--- config.mk ---
export PLATFORM = sky130hd
export DESIGN_NAME = cmp_nic
export DESIGN_NICKNAME = d
export VERILOG_FILES = /design/src/rtl/cmp_nic_pkg.sv /design/src/rtl/cmp_nic_chan_buf.sv /design/src/rtl/cmp_nic.sv
export SDC_FILE = /design/constraint.sdc
export NUM_CORES = 1
export LEC_CHECK = 0
export CORE_MARGIN = 3
export CORE_UTILIZATION = 48
export CTS_BUF_LIST = sky130_fd_sc_hd__clkbuf_16
export CTS_CLUSTER_DIAMETER = 80
export DETAILED_ROUTE_END_ITERATION = 10
export GPL_TIMING_DRIVEN = 0
export PLACE_DENSITY = 0.8
export SLEW_MARGIN = 40
export SYNTH_ARGS = -nofsm -noshare
export SYNTH_HDL_FRONTEND = slang
export SYNTH_SLANG_ARGS = --single-unit
--- constraint.sdc ---
create_clock -name CLK -period 1.9 [get_ports CLK]
set_clock_uncertainty 0.1 [all_clocks]
set_input_delay 0.38 -clock CLK [delete_from_list [all_inputs] [get_ports CLK]]
set_output_delay 0.38 -clock CLK [all_outputs]
set_load 0.005 [all_outputs]
--- src/rtl/cmp_nic_pkg.sv ---
// -----------------------------------------------------------------------------
// cmp_nic_pkg
// Shared definitions for the per-node network interface (cmp_nic): the register
// map seen by the processor on the NIC bus and the position of the
// virtual-channel bit inside a packet. The cmp top level and the node decoder
// also use this package.
// -----------------------------------------------------------------------------
package cmp_nic_pkg;

  // Processor-side register map (addr_nic)
  localparam logic [1:0] NIC_ADDR_IN_BUF   = 2'b00;
  localparam logic [1:0] NIC_ADDR_IN_STAT  = 2'b01;
  localparam logic [1:0] NIC_ADDR_OUT_BUF  = 2'b10;
  localparam logic [1:0] NIC_ADDR_OUT_STAT = 2'b11;

  // Packets are numbered [0:DATA_W-1]; bit 0 (the MSB) carries the VC.
  localparam int NIC_VC_BIT = 0;

endpackage : cmp_nic_pkg

--- src/rtl/cmp_nic_chan_buf.sv ---
// -----------------------------------------------------------------------------
// cmp_nic_chan_buf
// One-entry packet buffer with a full flag. A load is accepted only while the
// buffer is empty; an unload clears the full flag and leaves the data in place
// so a later read of an empty buffer returns the stale packet.
//
// Ports
//   CLK          in   system clock, posedge
//   RESET        in   asynchronous, active-low reset
//   load_i       in   request to capture load_data_i (ignored when full)
//   load_data_i  in   packet to capture
//   unload_i     in   consume the held packet (clears full)
//   data_o       out  held packet
//   full_o       out  buffer holds an unconsumed packet
// -----------------------------------------------------------------------------
module cmp_nic_chan_buf #(
  parameter int DATA_W = 64
) (
  input  logic              CLK,
  input  logic              RESET,
  input  logic              load_i,
  input  logic [0:DATA_W-1] load_data_i,
  input  logic              unload_i,
  output logic [0:DATA_W-1] data_o,
  output logic              full_o
);

  logic [0:DATA_W-1] data_q, data_d;
  logic              full_q, full_d;

  always_comb begin
    data_d = data_q;
    full_d = full_q;
    if (load_i && !full_q) begin
      data_d = load_data_i;
      full_d = 1'b1;
    end else if (unload_i) begin
      full_d = 1'b0;
    end
  end

  always_ff @(posedge CLK or negedge RESET) begin
    if (!RESET) begin
      data_q <= '0;
      full_q <= 1'b0;
    end else begin
      data_q <= data_d;
      full_q <= full_d;
    end
  end

  assign data_o = data_q;
  assign full_o = full_q;

endmodule : cmp_nic_chan_buf

--- src/rtl/cmp_nic.sv ---
// -----------------------------------------------------------------------------
// cmp_nic
// Per-node network interface between a processor (NIC bus) and its router.
// Holds one input-channel and one output-channel packet buffer plus status
// registers the processor polls, and bridges the buffers to the router port.
//
// Ports
//   CLK           in   system clock, all state on posedge
//   RESET         in   asynchronous, active-low reset
//   addr_nic      in   register select: 00 in-buf, 01 in-status,
//                      10 out-buf, 11 out-status
//   din_nic       in   write data from processor
//   dout_nic      out  read data to processor (registered, 1-cycle latency)
//   nicEn         in   access enable
//   nicWrEn       in   1 = write, 0 = read (qualified by nicEn)
//   net_si        in   router -> NIC packet valid
//   net_ri        out  NIC -> router ready (input buffer empty)
//   net_di        in   router -> NIC packet
//   net_so        out  NIC -> router packet valid (1-cycle pulse)
//   net_ro        in   router -> NIC ready
//   net_do        out  NIC -> router packet (registered)
//   net_polarity  in   router VC phase; inject only when pkt[0] == ~net_polarity
// -----------------------------------------------------------------------------
module cmp_nic
  import cmp_nic_pkg::*;
#(
  parameter int DATA_W = 64,
  parameter int ADDR_W = 2
) (
  input  logic              CLK,
  input  logic              RESET,
  input  logic [0:ADDR_W-1] addr_nic,
  input  logic [0:DATA_W-1] din_nic,
  output logic [0:DATA_W-1] dout_nic,
  input  logic              nicEn,
  input  logic              nicWrEn,
  input  logic              net_si,
  output logic              net_ri,
  input  logic [0:DATA_W-1] net_di,
  output logic              net_so,
  input  logic              net_ro,
  output logic [0:DATA_W-1] net_do,
  input  logic              net_polarity
);

  logic              rd_en, wr_en;
  logic              in_full, out_full;
  logic [0:DATA_W-1] in_buf, out_buf;
  logic              in_unload, out_load, send;

  logic [0:DATA_W-1] dout_q, dout_d;
  logic              so_q;
  logic [0:DATA_W-1] do_q, do_d;

  assign rd_en = nicEn & ~nicWrEn;
  assign wr_en = nicEn &  nicWrEn;

  // Reading the in-buf consumes it only when it actually holds a packet.
  assign in_unload = rd_en && (addr_nic == NIC_ADDR_IN_BUF) && in_full;
  // A write while the out-buf is still full (including the edge on which it
  // is being sent) is dropped; software polls out-status first.
  assign out_load  = wr_en && (addr_nic == NIC_ADDR_OUT_BUF) && !out_full;
  assign send      = out_full && net_ro && (out_buf[NIC_VC_BIT] == ~net_polarity);

  assign net_ri = ~in_full;

  cmp_nic_chan_buf #(.DATA_W(DATA_W)) u_in_buf (
    .CLK         (CLK),
    .RESET       (RESET),
    .load_i      (net_si),
    .load_data_i (net_di),
    .unload_i    (in_unload),
    .data_o      (in_buf),
    .full_o      (in_full)
  );

  cmp_nic_chan_buf #(.DATA_W(DATA_W)) u_out_buf (
    .CLK         (CLK),
    .RESET       (RESET),
    .load_i      (out_load),
    .load_data_i (din_nic),
    .unload_i    (send),
    .data_o      (out_buf),
    .full_o      (out_full)
  );

  always_comb begin
    dout_d = dout_q;
    if (rd_en) begin
      case (addr_nic)
        NIC_ADDR_IN_BUF:   dout_d = in_buf;
        NIC_ADDR_IN_STAT:  dout_d = {{(DATA_W-1){1'b0}}, in_full};
        NIC_ADDR_OUT_STAT: dout_d = {{(DATA_W-1){1'b0}}, out_full};
        default:           dout_d = '0;
      endcase
    end
  end

  always_comb begin
    do_d = do_q;
    if (send) do_d = out_buf;
  end

  always_ff @(posedge CLK or negedge RESET) begin
    if (!RESET) begin
      dout_q <= '0;
      so_q   <= 1'b0;
      do_q   <= '0;
    end else begin
      dout_q <= dout_d;
      so_q   <= send;
      do_q   <= do_d;
    end
  end

  assign dout_nic = dout_q;
  assign net_so   = so_q;
  assign net_do   = do_q;

endmodule : cmp_nic

==> impl_metrics.tcl, run 1 <==
set metrics [dict create \
    status "finished, final reports clean" \
    grt_pass1_vias 6683 \
    post-route-min-period_ns 1.86 \
    insertion_delay_ns 0.52 \
    synth-compound-area-share_pct 5.89 \
    final_cells 1159 \
    cp.required_ns 1.42 \
    coreArea_mm2 0.0198 \
    grt_overflow_total 0 \
    grt_max_degree 85 \
    multi_input_area_mm2 0.00307 \
    syn_area_mm2 0.00984 \
    tightest_slew_ns 0.498 \
    cp_top_family "buffers and inverters" \
    cts_tree "yes" \
    gp_congestion 0.760 \
    synth_top_family_by_area "multiplexers" \
    wire_per_inst_um 20.5 \
    pre_cts_ws_ns -0.413 \
    total_power_w 0.0204 \
    layout_setup_ws_ns 0.0411 \
    maxCapViolCount 0 \
    route.detailed.drc 0 \
    synth_fa_ha_area_share_pct 0 \
    crit_buf_inv 1 \
    max_slew_margin_pct 66.8 \
    synthCells 563 \
    numCtsBuffers 28 \
    numPortBuffers 266 \
    antenna-diode-count 0 \
    synth_nets 700 \
    endpoint_kind "output pin" \
    grt_pass1_wl_um 37400 \
    drive_above_1_share_pct 31.7 \
    cts_buffer_depth 3 \
    clock_sinks 259 \
    dp_hpwl_um 16600 \
    io_pins 267 \
    vias 5945 \
    wl_um 23700 \
    htree_levels 1 \
    start_util_pct 49.7 \
    yosys_warnings 0 \
    slew_violations 0 \
    rows 51 \
    seqCellArea_mm2 0.00648 \
    yosysTopAreaCellShare_pct 65.9 \
    min_path_type "primary input to async pin" \
    die_y_um 149 \
    antenna_left 0 \
    hold_viol 0 \
    ys_ff_latch 259 \
    synthDistinctLibCells 22 \
    yosysTopAreaCell "dfrtp_1" \
    path_max_fanout 2 \
    antenna_found_initial 0 \
    dp.cells 1097 \
    cp_cell_sequence "clkdlybuf4s50_1" \
    synth_mux_area_share_pct 24.4 \
    p_per_area_mw_per_mm2 1450 \
    hold_slack_ns 0.242 \
    synth_area_leaders "dfrtp_1, mux2_2, mux2_4" \
    areaGrowthSynthToFinish_pct 42.5 \
    fmax_ghz 0.538 \
    setup_viol 0 \
    first_pass_iters 4 \
    fin_crit_sh_pct 97.8 \
    synth_simple_gate_area_share_pct 0.839 \
    vdd_drop_max_uv 857 \
    drt_iter0_markers 207 \
    crit_slowest_cell "clkdlybuf4s50_1" \
    avgSynthCellArea_um2 17.5 \
    fillCellCount 1251 \
    final_cell_area_mm2 0.0140 \
    power_leakage_nw 7.12 \
    die_x_um 149 \
    cpPeakStageDelay_ns 0.51 \
    gr-usage-all-layers_pct 21.1 \
    layout.nets 1009 \
    dpl-instance-area_mm2 0.0129 \
    synth-seq-area-share_pct 65.9 \
    cp-start-kind "register" \
    synthXorXnorAreaFrac_pct 0.0890 \
    crit_type "register to output pin" \
    worstPathArrival_ns 1.38 \
    viasPerCell 5.13 \
    dieArea_mm2 0.0223 \
    clkSlewWorstSetupHoldPaths_ns 0.06 \
    clockRootBuffer "clkbuf_16" \
]
==> stage by stage <==
stage,TNS [ns],util [%]
6_report,0,70.9
5_1_grt,-0.00492,70.9
4_1_cts,0,70.0
3_5_place_dp,-70.50,65.3
3_3_place_gp,-2572.46,64.9
2_1_floorplan,0,-
==> cells in the final DEF, fill, tap and decap left out <==
cell type        instances
a21oi_1                  1
a221oi_1                 1
a22o_1                  63
and3_1                   1
buf_12                   6
buf_16                   3
buf_2                   19
buf_4                   10
buf_6                    4
buf_8                    1
bufinv_16                5
clkbuf_1                 3
clkbuf_16               29
clkdlybuf4s50_1        157
clkinv_1                 4
clkinv_2                 9
dfrtp_1                259
dlygate4sd2_1           55
dlygate4sd3_1            1
dlymetal6s2s_1          53
inv_1                    7
inv_6                    1
mux2_2                 133
mux2_4                  60
nand2b_1                 1
nand4b_4                 1
nor2_1                   1
nor2_8                   1
nor2b_1                  1
nor3_4                   1
o21bai_1                 1
o22ai_1                  1
xor2_1                   1
==> cells by family after synthesis <==
group / after synthesis
flops: 259
mux: 193
compound gates: 67
buf+inv: 36
simple gates: 7
xor+xnor: 1
==> synth_stat cells <==
library cell / number
a21oi_1: 1
buf_2: 19
dfrtp_1: 259
buf_4: 1
buf_6: 4
xor2_1: 1
buf_12: 6
nor3_4: 1
mux2_4: 60
nor2b_1: 1
nor2_1: 1
o21bai_1: 1
and3_1: 1
o22ai_1: 1
mux2_2: 133
a22o_1: 63
clkbuf_1: 3
nor2_8: 1
a221oi_1: 1
nand4b_4: 1
nand2b_1: 1
inv_1: 3
==> state kept, by name, indices dropped and copies added, names as in the netlist <==
| signal | count |
|---|---|
| dout_nic | 64 |
| net_do | 64 |
| net_so | 1 |
| u_in_buf.data_o | 64 |
| u_in_buf.full_o | 1 |
| u_out_buf.data_o | 64 |
| u_out_buf.full_o | 1 |
==> path summary, 6_finish.rpt <==
check | startpoint | to | slack [ns] | depth (start not counted)
hold / removal | RESET | u_out_buf.data_o[48] | 0.24 | 2
hold reg to reg | u_in_buf.data_o[35] | dout_nic[35] | 0.39 | 1
setup reg to reg | u_out_buf.full_o | u_out_buf.data_o[31] | 0.17 | 4
min in group CLK | net_di[29] | u_in_buf.data_o[29] | 0.37 | 2
max in group asynchronous | RESET | u_in_buf.data_o[17] | 0.77 | 3
setup / recovery | net_do[26] | net_do[26] | 0.04 | 1
==> what timing repair did <==
item,in CTS,in global routing
pin swaps,0,0
buffers inserted,3,6
resized for setup,55,53
endpoints found under the hold margin,50,0
endpoints found under the setup margin,58,57
hold buffers,1,0
==> cell type report <==
type	count	share of cell area, %
clock buffers	29	5.17
inverters	3	0.0803
clock inverters	23	1.67
multi-input cells	268	21.9
plain buffers	33	1.99
well taps	265	2.36
flip-flops and latches	259	46.2
repair buffers	279	20.6
==> metal layers <==
| metal | routed length [um] | up-vias | track usage, % |
|---|---|---|---|
| li1 | - | 2655 | - |
| met1 | 9470 | 3021 | 27.2 |
| met2 | 11300 | 235 | 34.1 |
| met3 | 2480 | 34 | 8.66 |
| met4 | 456 | 0 | 4.35 |
| met5 | 0 | - | 0 |
==> power breakdown <==
part / total, W / internal (W) / switching (W)
registers: 0.00907 / 0.00781 / 0.00125
clock network: 0.00558 / 0.00344 / 0.00214
logic: 0.00571 / 0.00387 / 0.00184
Note: power is estimated with default switching activity, not from simulation.
==> run 2: changes to the inputs <==
ABC_CLOCK_PERIOD_IN_PS = 1900   (was not set)
==> results of run 2 <==
Final layout, timing and power as in run 1 (identical DEF).
